--- src/rtl/adc_capture.sv ---
`default_nettype none
// ============================================================================
// Module   : adc_capture
// Purpose  : Drives the clock of an 8-bit parallel ADC and registers its
//            samples. On a threshold crossing (or a forced trigger) it stores
//            a fixed-length record of DEPTH samples in an internal buffer.
//            The record is then read back one sample per request.
// Revision : 1.0 - initial release
// ============================================================================
module adc_capture #(
    parameter int DATA_W = 8,
    parameter int ADDR_W = 8
) (
    input  logic              sys_clk,
    input  logic              sys_rst,
    input  logic [DATA_W-1:0] adc_data,
    output logic              adc_clk,
    input  logic              arm,
    input  logic [DATA_W-1:0] trig_level,
    input  logic              force_trig,
    input  logic              rd_req,
    output logic [DATA_W-1:0] rd_data,
    output logic              rd_valid,
    output logic              busy,
    output logic              done
);

    localparam int DEPTH = 2 ** ADDR_W;

    // Last buffer address: the write and read sequences both end here,
    // so the pointers never need to wrap.
    localparam logic [ADDR_W-1:0] c_LAST_ADDR = '1;
    localparam logic [ADDR_W-1:0] c_ADDR_ONE  = ADDR_W'(1);

    typedef enum logic [1:0] {
        ST_IDLE    = 2'd0,
        ST_ARMED   = 2'd1,
        ST_CAPTURE = 2'd2,
        ST_DONE    = 2'd3
    } state_t;

    state_t              state_q;
    logic [DATA_W-1:0]   s1_q;
    logic [DATA_W-1:0]   s2_q;
    logic [DATA_W-1:0]   lvl_q;
    logic [ADDR_W-1:0]   wr_ptr_q;
    logic [ADDR_W-1:0]   rd_ptr_q;
    logic [DATA_W-1:0]   rd_data_q;
    logic                rd_valid_q;
    logic                busy_q;
    logic                done_q;

    // Record buffer; deliberately never cleared so it maps onto block RAM.
    logic [DATA_W-1:0]   mem [DEPTH];

    logic                w_trig;
    logic                w_wr_en;
    logic [ADDR_W-1:0]   w_wr_addr;
    logic                w_rd_en;

    // The ADC latches on its own rising edge, i.e. the sys_clk falling edge,
    // so its output is settled by the next sys_clk rising edge.
    assign adc_clk = ~sys_clk;

    // Rising crossing of the latched level between the two newest samples.
    // A level of zero can never be crossed, leaving only the forced trigger.
    assign w_trig = ((s2_q < lvl_q) && (s1_q >= lvl_q)) || force_trig;

    // Writes: the crossing sample goes to address 0, then one per cycle.
    assign w_wr_en   = ((state_q == ST_ARMED) && w_trig) || (state_q == ST_CAPTURE);
    assign w_wr_addr = (state_q == ST_ARMED) ? '0 : wr_ptr_q;

    // Reads are accepted only once a complete record is available.
    assign w_rd_en   = (state_q == ST_DONE) && rd_req;

    // Two-stage sample pipeline: s1 is the newest sample, s2 the one before.
    always_ff @(posedge sys_clk or posedge sys_rst) begin
        if (sys_rst) begin
            s1_q <= '0;
            s2_q <= '0;
        end else begin
            s1_q <= adc_data;
            s2_q <= s1_q;
        end
    end

    // Buffer write port.
    always_ff @(posedge sys_clk) begin
        if (w_wr_en) begin
            mem[w_wr_addr] <= s1_q;
        end
    end

    // Buffer read port; rd_data holds its value between accepted requests.
    always_ff @(posedge sys_clk or posedge sys_rst) begin
        if (sys_rst) begin
            rd_data_q <= '0;
        end else if (w_rd_en) begin
            rd_data_q <= mem[rd_ptr_q];
        end
    end

    // Capture/readout sequencer with registered status outputs.
    always_ff @(posedge sys_clk or posedge sys_rst) begin
        if (sys_rst) begin
            state_q    <= ST_IDLE;
            lvl_q      <= '0;
            wr_ptr_q   <= '0;
            rd_ptr_q   <= '0;
            rd_valid_q <= 1'b0;
            busy_q     <= 1'b0;
            done_q     <= 1'b0;
        end else begin
            rd_valid_q <= 1'b0;
            case (state_q)
                ST_IDLE: begin
                    if (arm) begin
                        lvl_q   <= trig_level;
                        busy_q  <= 1'b1;
                        state_q <= ST_ARMED;
                    end
                end
                ST_ARMED: begin
                    if (w_trig) begin
                        wr_ptr_q <= c_ADDR_ONE;
                        state_q  <= ST_CAPTURE;
                    end
                end
                ST_CAPTURE: begin
                    wr_ptr_q <= wr_ptr_q + c_ADDR_ONE;
                    if (wr_ptr_q == c_LAST_ADDR) begin
                        rd_ptr_q <= '0;
                        busy_q   <= 1'b0;
                        done_q   <= 1'b1;
                        state_q  <= ST_DONE;
                    end
                end
                ST_DONE: begin
                    if (rd_req) begin
                        rd_valid_q <= 1'b1;
                        rd_ptr_q   <= rd_ptr_q + c_ADDR_ONE;
                        if (rd_ptr_q == c_LAST_ADDR) begin
                            done_q  <= 1'b0;
                            state_q <= ST_IDLE;
                        end
                    end
                end
                default: begin
                    state_q <= ST_IDLE;
                    busy_q  <= 1'b0;
                    done_q  <= 1'b0;
                end
            endcase
        end
    end

    assign rd_data  = rd_data_q;
    assign rd_valid = rd_valid_q;
    assign busy     = busy_q;
    assign done     = done_q;

endmodule
`default_nettype wire

--- config.mk ---
export PLATFORM = sky130hd
export DESIGN_NAME = adc_capture
export DESIGN_NICKNAME = d
export VERILOG_FILES = /design/src/rtl/adc_capture.sv
export SDC_FILE = /design/constraint.sdc
export NUM_CORES = 2
export LEC_CHECK = 0
export ABC_CLOCK_PERIOD_IN_PS = 7800
export CORE_UTILIZATION = 40
export CTS_CLUSTER_SIZE = 10
export DETAILED_ROUTE_END_ITERATION = 16
export PLACE_DENSITY_LB_ADDON = 0.3
export SLEW_MARGIN = 20
export SYNTH_ARGS = -nofsm -noshare
export SYNTH_HDL_FRONTEND = slang
export SYNTH_SLANG_ARGS = --single-unit
--- constraint.sdc ---
create_clock -name sys_clk -period 7.8 [get_ports sys_clk]
set_clock_uncertainty 0.1 [all_clocks]
set_input_delay 1.56 -clock sys_clk [delete_from_list [all_inputs] [get_ports sys_clk]]
set_output_delay 1.56 -clock sys_clk [all_outputs]
set_load 0.05 [all_outputs]
======== Word level (Yosys, flattened, before mapping) ========
Memory sizes are Yosys's and may differ from the RTL's. A register that Yosys moved wholly into a read port is not among the register bits.
Index checks and enable logic that the tools add are counted.
word-level totals
  register bits ........................... 45
  bits in latches ......................... 0
  memory bits (writable) .................. 2,048
  ROM bits ................................ 0
  bits of input ports ..................... 21
  output and inout bits ................... 12
  logic and storage cells ................. 63
  memories ................................ 1
operators by class
  add/subtract/negate cells ............... 2
  multiply operators ...................... 0
  divide/modulo/power cells ............... 0
  order comparisons ....................... 2
  equality and inequality tests ........... 10
  shift operators ......................... 0
  muxes and demuxes ....................... 23
  bitwise operators ....................... 1
  reductions and logical operators ........ 15
memory list
  memory  depth  bits a word  read ports  clocked after Yosys merged registers in  write ports  RTL line  source
  mem     256    8            1           1                                        1            54        logic [DATA_W-1:0] mem [DEPTH];
operators with widths
  operator               number
  $mux W8                4
  $pmux W8 S2            2
  $add A8 B1 Y8 const B  2
  $eq A8 B8 Y1 const B   2
  $mux W2                5
  $mux W1                9
  $ge A8 B8 Y1           1
  $lt A8 B8 Y1           1
  $pmux W2 S4            1
  $ne A2 B2 Y1 const B   3
  $reduce_and A3 Y1      2
  $reduce_bool A2 Y1     3
  $reduce_and A5 Y1      1
  $eq A2 B2 Y1 const B   2
  $ne A2 B1 Y1 const B   2
  $pmux W1 S2            2
  $reduce_and A2 Y1      2
  $reduce_and A4 Y1      1
  $logic_and A1 B1 Y1    3
  $eq A2 B1 Y1 const B   1
  $logic_not A2 Y1       1
  $logic_or A1 B1 Y1     2
  $not A1 Y1             1

======== Logic depth before layout (Yosys ltp) ========
  word-level depth ........................ 7
  gate-level depth with buffers ........... 12
  mapped depth without buffers ............ 10

==> impl_metrics.toml <==
[place]
gp_congestion = 0.839
place.port_buffers = 32
pre_cts_slack_ns = 1.43
dp_hpwl_mm = 120
dp.cells = 6235

[floorplanning]
chipHeight_um = 453
dieArea_um2 = 206000
io_pins = 33
num_rows = 165
die_w_um = 453
initial_utilization = 0.403
core_um2 = 202000

[detailed_routing]
wl_met2_mm = 97.3
dr.pass1.iters = 5
route.detailed.drc = 0
top_layer_used = "met4"
met3_length_mm = 15.4
ant_nets = 0
drt_iter0_drc = 4498
drt_wl_total_mm = 205
routed_via_density = 5.87
wl_met1_mm = 86.1
vias = 38400
routedWlPerCell_um = 31.4

[grt]
grt_overflow = 0
grt_pass1_vias = 39200
antenna_found_initial = 8
grt_usage = 0.201
grt_max_degree = 126
grt_first_pass_wirelength_mm = 295

[synth]
ys_ff_latch = 2101
synth_ff_type = "edfxtp_1"
synth_top_family_by_area = "multiplexers"
yosysWarnings = 0
yosysTopAreaCellShare = 0.754
synth-async-reset-ratio = 0.0252
yosys.area.top_type = "edfxtp_1"
synthMuxAreaShare = 0.173
synthAdderAreaFrac = 0.00338
syn_nets = 3700
syn_inst = 3657
synth_edf_count = 2048
synth.avg_cell_area_um2 = 22.3
synth_area_um2 = 81500
yosys.area_share.simple = 0.0236
yosysUniqueCellTypes = 56
synth_compound_area_frac = 0.0155
synth_seq_area_share = 0.771
synth_xor_area_frac = 0.000430
synthTopCellsByArea = "edfxtp_1, mux4_2, dfrtp_1"

[critical_path]
crit_path_end_kind = "primary output"
cp.required_ns = 6.14
path_cells = "clkbuf_16, clkbuf_16, clkbuf_16, inv_1, clkdlybuf4s50_1"
crit_fanout = 16
slowest_delay_ns = 0.79
path_common_cell = "clkbuf_16"
critPathSlowestCell = "clkdlybuf4s50_1"
critPathKind = "clk -> out"
arrival_ns = 5.49
critPathLaunchType = "clock port"

[status]
status = "completed"

[final_layout]
stdcell_count = 6540
nets = 3838
drive_above_1_share = 0.255
regArea_um2 = 62900
areaGrowthSynthToFinish_pct = 12.2
fillers = 16800
multiInputGateArea_um2 = 17700

[clocking]
cts_buffer_depth = 3
cts-root-buf = "clkbuf_16"
post_cts_resize_count = 0
hold_buffers = 0
postCtsSetupRepairBufs = 0
numCtsBuffers = 230
cts_tree = "built"
clock_latency_ns = 0.87
htreeDepth = 4
clk_pin_slew_worst_paths_ns = 0.06

[sta]
rsz0062_at_grt = "no"
setup_tns_ns = 0
hold_viol = 0
slew_headroom = 0.183
drv_slew = 0
worstMarginPinSlew_ns = 1.22
holdWs_ns = 0.410
finalSetupViolations = 0
timing.final.ws_setup_ns = 0.655

[power]
p_per_area_nw_per_um2 = 311
leakagePower_nw = 27.3
total_power_w = 0.0285
ir_worst_vdd_mv = 0.281

[worst_hold_path]
hp-class = "reg -> reg"

[flow_run]
maxCapViolCount = 0
## where the power goes
group | switching (W) | leakage [nW] | total (W) | internal [W]
clock network | 0.00425 | 3.09 | 0.00961 | 0.00536
logic | 0.00341 | 5.19 | 0.00607 | 0.00266
registers | 0.000286 | 19.0 | 0.0128 | 0.0125
## state kept, by name, summed over array words and instances (netlist names)
signal / flops
rd_valid: 1
done: 1
state_q: 2
s2_q: 8
lvl_q: 8
mem: 2048
wr_ptr_q: 8
busy: 1
rd_data: 8
s1_q: 8
rd_ptr_q: 8
## path summary, 6_finish.rpt
path                              from     endpoint  slack, ns  cells after the start
setup / recovery               sys_clk      adc_clk       0.65                      5
max in group asynchronous      sys_rst  rd_ptr_q[3]       5.85                      3
hold / removal                lvl_q[7]     lvl_q[7]       0.41                      1
min in group asynchronous      sys_rst      s2_q[1]       1.12                      3
hold reg to reg               lvl_q[7]     lvl_q[7]       0.41                      1
setup reg to reg           rd_ptr_q[0]   rd_data[0]       3.48                      8
## worst max-delay path: cells and delay by family
| kind | cells | cell delay (ns) |
|---|---|---|
| buffers and inverters | 5 | 1.56 |
## through the flow
step                 util  cell area [µm²]
finish              0.452            91500
global route        0.452            91500
CTS                 0.452            91400
detailed placement  0.420            85100
global placement    0.420            85000
floorplan               -            81500
## Yosys cell counts (all sizes together) (2+ instances only)
master   count
a211o        4
a211oi       5
a21boi       2
a21o        11
a21oi       39
a221o        3
a221oi       7
a22o         7
a22oi       56
a31oi        5
a32oi        2
and2         3
and3         6
buf        103
clkbuf     100
dfrtp       53
edfxtp    2048
ha          22
inv         19
mux2        13
mux2i       47
mux4       600
nand2       86
nand2b       6
nand3       21
nand4        8
nor2       280
nor2b        8
nor3        22
nor3b        5
nor4         5
o2111ai      5
o21ai       31
o22ai        3
or2          2
or3          4
or4          2
xnor2        3
## metal layers
metal,vias to the layer above,track usage
li1,15500,-
met1,21000,0.284
met2,1568,0.311
met3,321,0.0416
met4,0,0.0632
met5,-,0
## cell type report
type / instances / share of cell area
well taps: 2672 / 0.0366
repair buffers: 108 / 0.0113
diodes: 3 / 0.0000821
inverters: 19 / 0.000780
flip-flops and latches: 2101 / 0.687
multi-input cells: 1333 / 0.194
clock buffers: 284 / 0.0653
clock inverters: 20 / 0.00461
## kinds of logic after synthesis
group / Yosys count
flops: 2101
mux: 660
simple gates: 460
buf+inv: 223
compound gates: 187
fa+ha+maj: 22
xor+xnor: 4
## layout by cell type, fill, tap and decap left out, drive strengths merged, types with 3 or more instances in the layout
cell type      count
edfxtp          2048
mux4             600
clkbuf           283
nor2             280
nand2             86
buf               77
a22oi             56
dfrtp             53
mux2i             47
a21oi             39
clkdlybuf4s50     32
o21ai             31
inv               23
ha                22
nor3              22
nand3             21
clkinv            15
mux2              13
a21o              11
nand4              8
nor2b              8
a221oi             7
a22o               7
nand2b             6
and3               6
a211oi             5
o2111ai            5
nor4               5
nor3b              5
a31oi              5
or3                4
a211o              4
diode              3
a221o              3
o22ai              3
xnor2              3
and2               3
Power figures use the tool's default switching activity.
